## src/rtl/pe_array_out_collector_if.sv

```systemverilog
// Stream bundle between pe_array_bd, the output collector and the host/DMA side.
// master is the collector's view; slave is the environment's view.
interface pe_array_out_collector_if #(
  parameter int DATA_WIDTH = 16,
  parameter int DEPTH      = 64
);
  logic                      din_v;
  logic [DATA_WIDTH*2-1:0]   din;
  logic                      m_valid;
  logic                      m_ready;
  logic [DATA_WIDTH*2-1:0]   m_data;
  logic                      m_last;
  logic [$clog2(DEPTH):0]    level;
  logic                      overflow;
  logic [15:0]               frame_cnt;

  modport master (
    input  din_v, din, m_ready,
    output m_valid, m_data, m_last, level, overflow, frame_cnt
  );

  modport slave (
    output din_v, din, m_ready,
    input  m_valid, m_data, m_last, level, overflow, frame_cnt
  );
endinterface

```

## src/rtl/pe_array_out_collector.sv

```systemverilog
// Buffers the backpressure-free result stream of pe_array_bd in a FIFO and
// re-emits it on a valid/ready stream with frame-end marking and overflow flag.
module pe_array_out_collector #(
  parameter int DATA_WIDTH = 16,
  parameter int DEPTH      = 64,
  parameter int FRAME_LEN  = 512
) (
  input logic                      clk,
  input logic                      rst,
  pe_array_out_collector_if.master bus
);
  localparam int W  = DATA_WIDTH * 2;
  localparam int AW = $clog2(DEPTH);
  localparam int LW = AW + 1;
  localparam int CW = (FRAME_LEN > 1) ? $clog2(FRAME_LEN) : 1;
  localparam logic [LW-1:0] FULL    = LW'(DEPTH);
  localparam logic [CW-1:0] POS_TOP = CW'(FRAME_LEN - 1);

  logic [W-1:0]  mem [DEPTH];
  logic [AW-1:0] wr_ptr, rd_ptr;
  logic [LW-1:0] level_q;
  logic [CW-1:0] words_left, words_left_adv;
  logic [W-1:0]  m_data_q;
  logic          m_valid_q, m_last_q, overflow_q;
  logic [15:0]   frame_cnt_q;
  logic          do_write, do_load, accept;

  // Fullness looks at the registered level only, so a same-cycle pop never frees a slot.
  assign do_write = bus.din_v && (level_q != FULL);
  assign do_load  = (!m_valid_q || bus.m_ready) && (level_q != '0);
  assign accept   = m_valid_q && bus.m_ready;

  // Frame position as a down-counter: zero means the word is the last of its frame.
  always_comb begin
    words_left_adv = words_left;
    if (accept)
      words_left_adv = (words_left == '0) ? POS_TOP : words_left - 1'b1;
  end

  always_ff @(posedge clk) begin
    if (do_write)
      mem[wr_ptr] <= bus.din;
  end

  always_ff @(posedge clk or posedge rst) begin
    if (rst) begin
      wr_ptr      <= '0;
      rd_ptr      <= '0;
      level_q     <= '0;
      overflow_q  <= 1'b0;
      m_valid_q   <= 1'b0;
      m_data_q    <= '0;
      m_last_q    <= 1'b0;
      words_left  <= POS_TOP;
      frame_cnt_q <= '0;
    end else begin
      if (do_write)
        wr_ptr <= wr_ptr + 1'b1;
      if (bus.din_v && !do_write)
        overflow_q <= 1'b1;

      if (do_write && !do_load)
        level_q <= level_q + 1'b1;
      else if (do_load && !do_write)
        level_q <= level_q - 1'b1;

      if (do_load) begin
        m_data_q  <= mem[rd_ptr];
        m_last_q  <= (words_left_adv == '0);
        m_valid_q <= 1'b1;
        rd_ptr    <= rd_ptr + 1'b1;
      end else if (accept) begin
        m_valid_q <= 1'b0;
      end

      words_left <= words_left_adv;
      if (accept && m_last_q)
        frame_cnt_q <= frame_cnt_q + 16'd1;
    end
  end

  assign bus.m_valid   = m_valid_q;
  assign bus.m_data    = m_data_q;
  assign bus.m_last    = m_last_q;
  assign bus.level     = level_q;
  assign bus.overflow  = overflow_q;
  assign bus.frame_cnt = frame_cnt_q;
endmodule

```

## src/flat_wrapper.sv

```systemverilog
// flat-port wrapper written by rule: the top's interface ports become plain ports
module pe_array_out_collector_flat 
#(
  parameter int DATA_WIDTH = 16,
  parameter int DEPTH      = 64,
  parameter int FRAME_LEN  = 512
)
  (clk, rst, bus_din_v, bus_din, bus_m_ready, bus_m_valid, bus_m_data, bus_m_last, bus_level, bus_overflow, bus_frame_cnt);
  pe_array_out_collector_if #(.DATA_WIDTH(DATA_WIDTH), .DEPTH(DEPTH)) bus_i ();
  input logic clk;
  input logic rst;
  input wire logic [$bits(bus_i.din_v)-1:0] bus_din_v;
  input wire logic [$bits(bus_i.din)-1:0] bus_din;
  input wire logic [$bits(bus_i.m_ready)-1:0] bus_m_ready;
  output wire logic [$bits(bus_i.m_valid)-1:0] bus_m_valid;
  output wire logic [$bits(bus_i.m_data)-1:0] bus_m_data;
  output wire logic [$bits(bus_i.m_last)-1:0] bus_m_last;
  output wire logic [$bits(bus_i.level)-1:0] bus_level;
  output wire logic [$bits(bus_i.overflow)-1:0] bus_overflow;
  output wire logic [$bits(bus_i.frame_cnt)-1:0] bus_frame_cnt;
  assign bus_i.din_v = bus_din_v;
  assign bus_i.din = bus_din;
  assign bus_i.m_ready = bus_m_ready;
  assign bus_m_valid = bus_i.m_valid;
  assign bus_m_data = bus_i.m_data;
  assign bus_m_last = bus_i.m_last;
  assign bus_level = bus_i.level;
  assign bus_overflow = bus_i.overflow;
  assign bus_frame_cnt = bus_i.frame_cnt;
  pe_array_out_collector #(.DATA_WIDTH(DATA_WIDTH), .DEPTH(DEPTH), .FRAME_LEN(FRAME_LEN)) u_core (.clk(clk), .rst(rst), .bus(bus_i));
endmodule
```

## config.mk

```make
export PLATFORM = sky130hd
export DESIGN_NAME = pe_array_out_collector_flat
export DESIGN_NICKNAME = d
export VERILOG_FILES = /design/src/rtl/pe_array_out_collector_if.sv /design/src/rtl/pe_array_out_collector.sv /design/src/flat_wrapper.sv
export SDC_FILE = /design/constraint.sdc
export NUM_CORES = 2
export LEC_CHECK = 0
export BUFFER_PORTS_ARGS = -buffer_cell sky130_fd_sc_hd__buf_2
export CAP_MARGIN = 40
export CORE_MARGIN = 2
export CORE_UTILIZATION = 35
export CTS_BUF_LIST = sky130_fd_sc_hd__clkbuf_2
export CTS_CLUSTER_SIZE = 24
export DETAILED_ROUTE_END_ITERATION = 10
export GPL_ROUTABILITY_DRIVEN = 0
export GPL_TIMING_DRIVEN = 0
export PLACE_DENSITY = 0.51
export SYNTH_ARGS = -nofsm -noshare
export SYNTH_HDL_FRONTEND = slang
export SYNTH_SLANG_ARGS = --single-unit
export TNS_END_PERCENT = 20
```

## constraint.sdc

```tcl
create_clock -name clk -period 4.1 [get_ports clk]
set_input_delay 0.615 -clock clk [delete_from_list [all_inputs] [get_ports clk]]
set_output_delay 0.615 -clock clk [all_outputs]
set_load 0.05 [all_outputs]
```

==> key figures <==
Setup path
  – Critical path endpoint category: flip-flop
  – CP max stage delay: 0.54 ns
  – Worst Setup Path Type: flip-flop to flip-flop
  – WP buf/inv: 5
  – R2r endpoint: u_core.bus.level[5]$_DFFE_PP0P_
  – Data arrival time of the critical path: 5.60 ns
  – CP Cell Sequence: nor4_2 > a31oi_2 > buf_6 > inv_1 > clkbuf_4 > buf_8 > ha_1 > inv_1 > ha_1 > a21o_1 > a21oi_1 > o21bai_1 > a2111oi_0 > a221oi_1
  – WP data required: 5.72 ns
  – Critical Path Fanout Max: 11
  – Top delay family on crit path: compound AO/OA/AOI/OAI gates
  – Slowest cell on the critical path: a2111oi_0
  – CP Launch Type: flip-flop
  – Reg-to-reg setup timing slack: 0.12 ns
  – RR Startpoint: u_core.bus.level[2]$_DFFE_PP0P_
  – FF-to-FF path depth: 14

STA
  – Rel. slew slack: 20.59%
  – Crit path time final: 3.983 ns
  – # setup viols final: 0
  – RSZ-0062 raised after global routing: true
  – Peak Freq: 251.1 MHz
  – Hold_ws: 0.3249 ns
  – Final Hold Vio Count: 0
  – Fin Clk Skew: 0.1893 ns
  – Slew Limit Fails: 0
  – Final period util: 97.15%
  – Slew of the pin with the lowest slew margin: 1.191 ns

Clocking
  – H-tree Lvls: 6
  – Sinks on Clock Net: 2127
  – CTS tree: done
  – Clk buf depth: 4
  – Clk slew on worst S/H paths: 0.12 ns
  – CTS Buf Count: 572
  – Clk root buf: clkbuf_2
  – Worst-Skew Late Latency: 1.87 ns

Route
  – DR iter-0 viols: 6986
  – WL per Instance: 35.07 um
  – Vias per Instance: 5.622
  – Vias: 46800
  – Total iterations of the first detailed-routing run: 6
  – WL final: 291900 um
  – Drt drc: 0
  – Antenna-violating nets left: 0

Hold path
  – Worst hold start: bus_din[19]
  – Min-Delay Path Depth: 3
  – Hold EP: u_core.mem[58][19]$_DFFE_PP_
  – Hold crit path type: input port to flip-flop

Synthesis
  – Asr flop ratio synth: 3.714%
  – Mean Syn Cell Area: 21.55 um2
  – Mapped Cells: 3816
  – Synth unique cells: 68
  – Area share of fa/ha/maj cells after synthesis: 0.1917%
  – Synth Area in Compound Gates: 3.049%
  – Post-synthesis register bit count: 2127
  – Ys Warns: 0
  – Mux contribution to synthesized area: 15.71%
  – EDFF count, synth: 2048
  – Simple-gate area share of the yosys netlist: 1.861%
  – Register area share after synthesis: 77.19%
  – Synthesized area: 82240 um2
  – Combinational family with the most area after synthesis: multiplexers
  – XOR/XNOR share of the synthesized area: 0.3514%
  – Most common flop cell mapped by yosys: edfxtp_1
  – Syn Nets: 3864

Power
  – Clock power share: 24.0%
  – Pwr Density: 646.1 nW/um2
  – Switching share of power: 37.66%
  – P_int: 39350 uW
  – Sw power: 23770 uW
  – Leak Pwr: 0.03266 uW
  – Combinational power share: 35.7%
  – Tot Pwr: 63120 uW
  – Worst ir drop on vdd: 0.0003702 V
  – Seq pwr share: 40.3%

Floorplan
  – Die Ht: 488.8 um
  – Initial core utilization: 35.27%
  – I/O pin count: 94
  – Rows: 177
  – Die area: 238900 um2
  – Core ar.: 233200 um2
  – Die width: 488.8 um

Finish
  – Fin nets: 4845
  – Share of layout cells above drive strength 1: 37.40%
  – P&R area growth vs syn: 18.78%
  – Non-Filler Instances: 8324

GRT
  – Number of global-route vias before repair: 46010
  – GRT Total Usage: 24.18%
  – Pin count of the biggest net entering global routing: 57
  – Initial antenna violation count: 19
  – Gr ovfl total: 0
  – First-pass GRT wire length: 389200 um

Status
  – Outcome: finished, final reports clean

Placement
  – # placed instances: 7255
  – IO buf count: 93
  – Dpl hpwl: 202400 um

Job
  – Max Cap Viol: 0
## worst min-delay path, cell delays in order
cell and delay, ns:
dlygate4sd3_1 0.55, buf_2 0.13, dlygate4sd3_1 0.69
## Yosys cell counts, types with 24 or more instances
cell type  number  share of area [%]
buf_4          41               0.37
o211ai_1       35               0.32
mux2i_1       227                2.8
edfxtp_1     2048                 75
nand2_1       139               0.63
nand3_1        37               0.23
a221oi_1       41               0.44
nor2_1        119               0.54
o22ai_1        44               0.33
clkbuf_1       61               0.28
a211o_1        27               0.29
buf_2          53               0.32
xnor2_1        24               0.26
a22oi_1        28               0.26
buf_6          35               0.48
mux4_2        433                 12
mux2_2         72               0.99
dfrtp_1        70                2.1
## cell usage in the layout (no fill, tap or decap), types with 48 or more instances in the layout
master / n
edfxtp_1: 2048
clkbuf_2: 845
mux4_2: 433
mux2i_1: 227
buf_2: 144
nand2_1: 139
buf_12: 123
clkinv_1: 79
mux2_2: 72
dlygate4sd3_1: 72
dfrtp_1: 70
nor2_4: 64
clkbuf_1: 60
nor2_1: 55
buf_6: 53
buf_16: 52
buf_4: 48
## kinds of logic after synthesis
group / Yosys count
adders and majority gates: 12
muxes: 739
and+or+nand+nor: 354
buffers and inverters: 225
xor gates and xnor gates: 33
DFF: 2127
AOI/OAI and AO/OA: 326
## how the worst max path moves through the flow
stage,slack [ns],start,to,cells past startpoint
final,0.12,u_core.bus.level[2]$_DFFE_PP0P_,u_core.bus.level[5]$_DFFE_PP0P_,14
after global routing,-0.01,u_core.bus.level[2]$_DFFE_PP0P_,u_core.bus.level[5]$_DFFE_PP0P_,14
after CTS,0.03,u_core.rd_ptr[2]$_DFFE_PP0P_,u_core.bus.m_data[8]$_DFFE_PP0P_,10
after detailed placement,-0.43,u_core.bus.level[3]$_DFFE_PP0P_,u_core.bus.level[5]$_DFFE_PP0P_,14
after global placement,-3.11,bus_din_v,u_core.mem[2][17]$_DFFE_PP_,6
after floorplan,0.44,u_core.bus.level[0]$_DFFE_PP0P_,u_core.mem[59][0]$_DFFE_PP_,5
## flip-flops by register name (all words and copies together) (netlist names)
| signal | count |
|---|---|
| u_core.wr_ptr | 6 |
| u_core.bus.level | 7 |
| u_core.words_left | 9 |
| u_core.mem | 2048 |
| u_core.rd_ptr | 6 |
| u_core.bus.m_data | 32 |
| u_core.bus.frame_cnt | 16 |
| u_core.bus.m_last | 1 |
| u_core.bus.m_valid | 1 |
| u_core.bus.overflow | 1 |
## metrics by stage
stage               utilization (%)  TNS (ns)  setup slack (ns)  cell area, um2
finish                        41.89         0            0.1168           97690
global route                  41.89  -0.01258          -0.01258           97680
CTS                           41.78         0           0.02972           97440
detailed placement            39.20    -3.196           -0.4323           91420
global placement              37.15  -5339.07            -3.112           86630
floorplan                         -         0            0.4356           82240
## layer usage
| metal | part of all wire, % | global-route usage [%] | vias up |
|---|---|---|---|
| li1 | - | - | 18360 |
| met1 | 40 | 33.38 | 25030 |
| met2 | 46 | 36.80 | 2895 |
| met3 | 10 | 5.935 | 506 |
| met4 | 3.7 | 9.719 | 8 |
| met5 | 0.051 | 0 | - |
## repair_timing
item                                    CTS  global route
cloned                                    0             0
buffers inserted                          1             4
hold buffers                             83             0
pin swaps                                 1             2
endpoints found under the hold margin  2265             0
setup endpoints to repair                28            10
gates resized for setup                   4             3
## power groups by stage
| stage | Clock (uW) | Combinational [uW] | Sequential (uW) |
|---|---|---|---|
| 2_1_floorplan | 0 | 11600 | 26400 |
| 3_3_place_gp | 0 | 20800 | 26000 |
| 3_5_place_dp | 0 | 22100 | 25900 |
| 4_1_cts | 15500 | 22300 | 25400 |
| 5_1_grt | 16500 | 23100 | 25500 |
| 6_report | 15200 | 22500 | 25400 |
## area by class of cell
type                       instances  area (um2)
fill                           20820      135500
sequential                      2127       63490
multi-input combinational       1464       17900
timing repair buffer             407        5936
clock buffer                     843        4219
tap                             3132        3919
buffer                           208        1301
clock inverter                   116       829.5
inverter                          17       66.31
antenna                           10       25.02
Note: power is estimated with default switching activity, not from simulation.
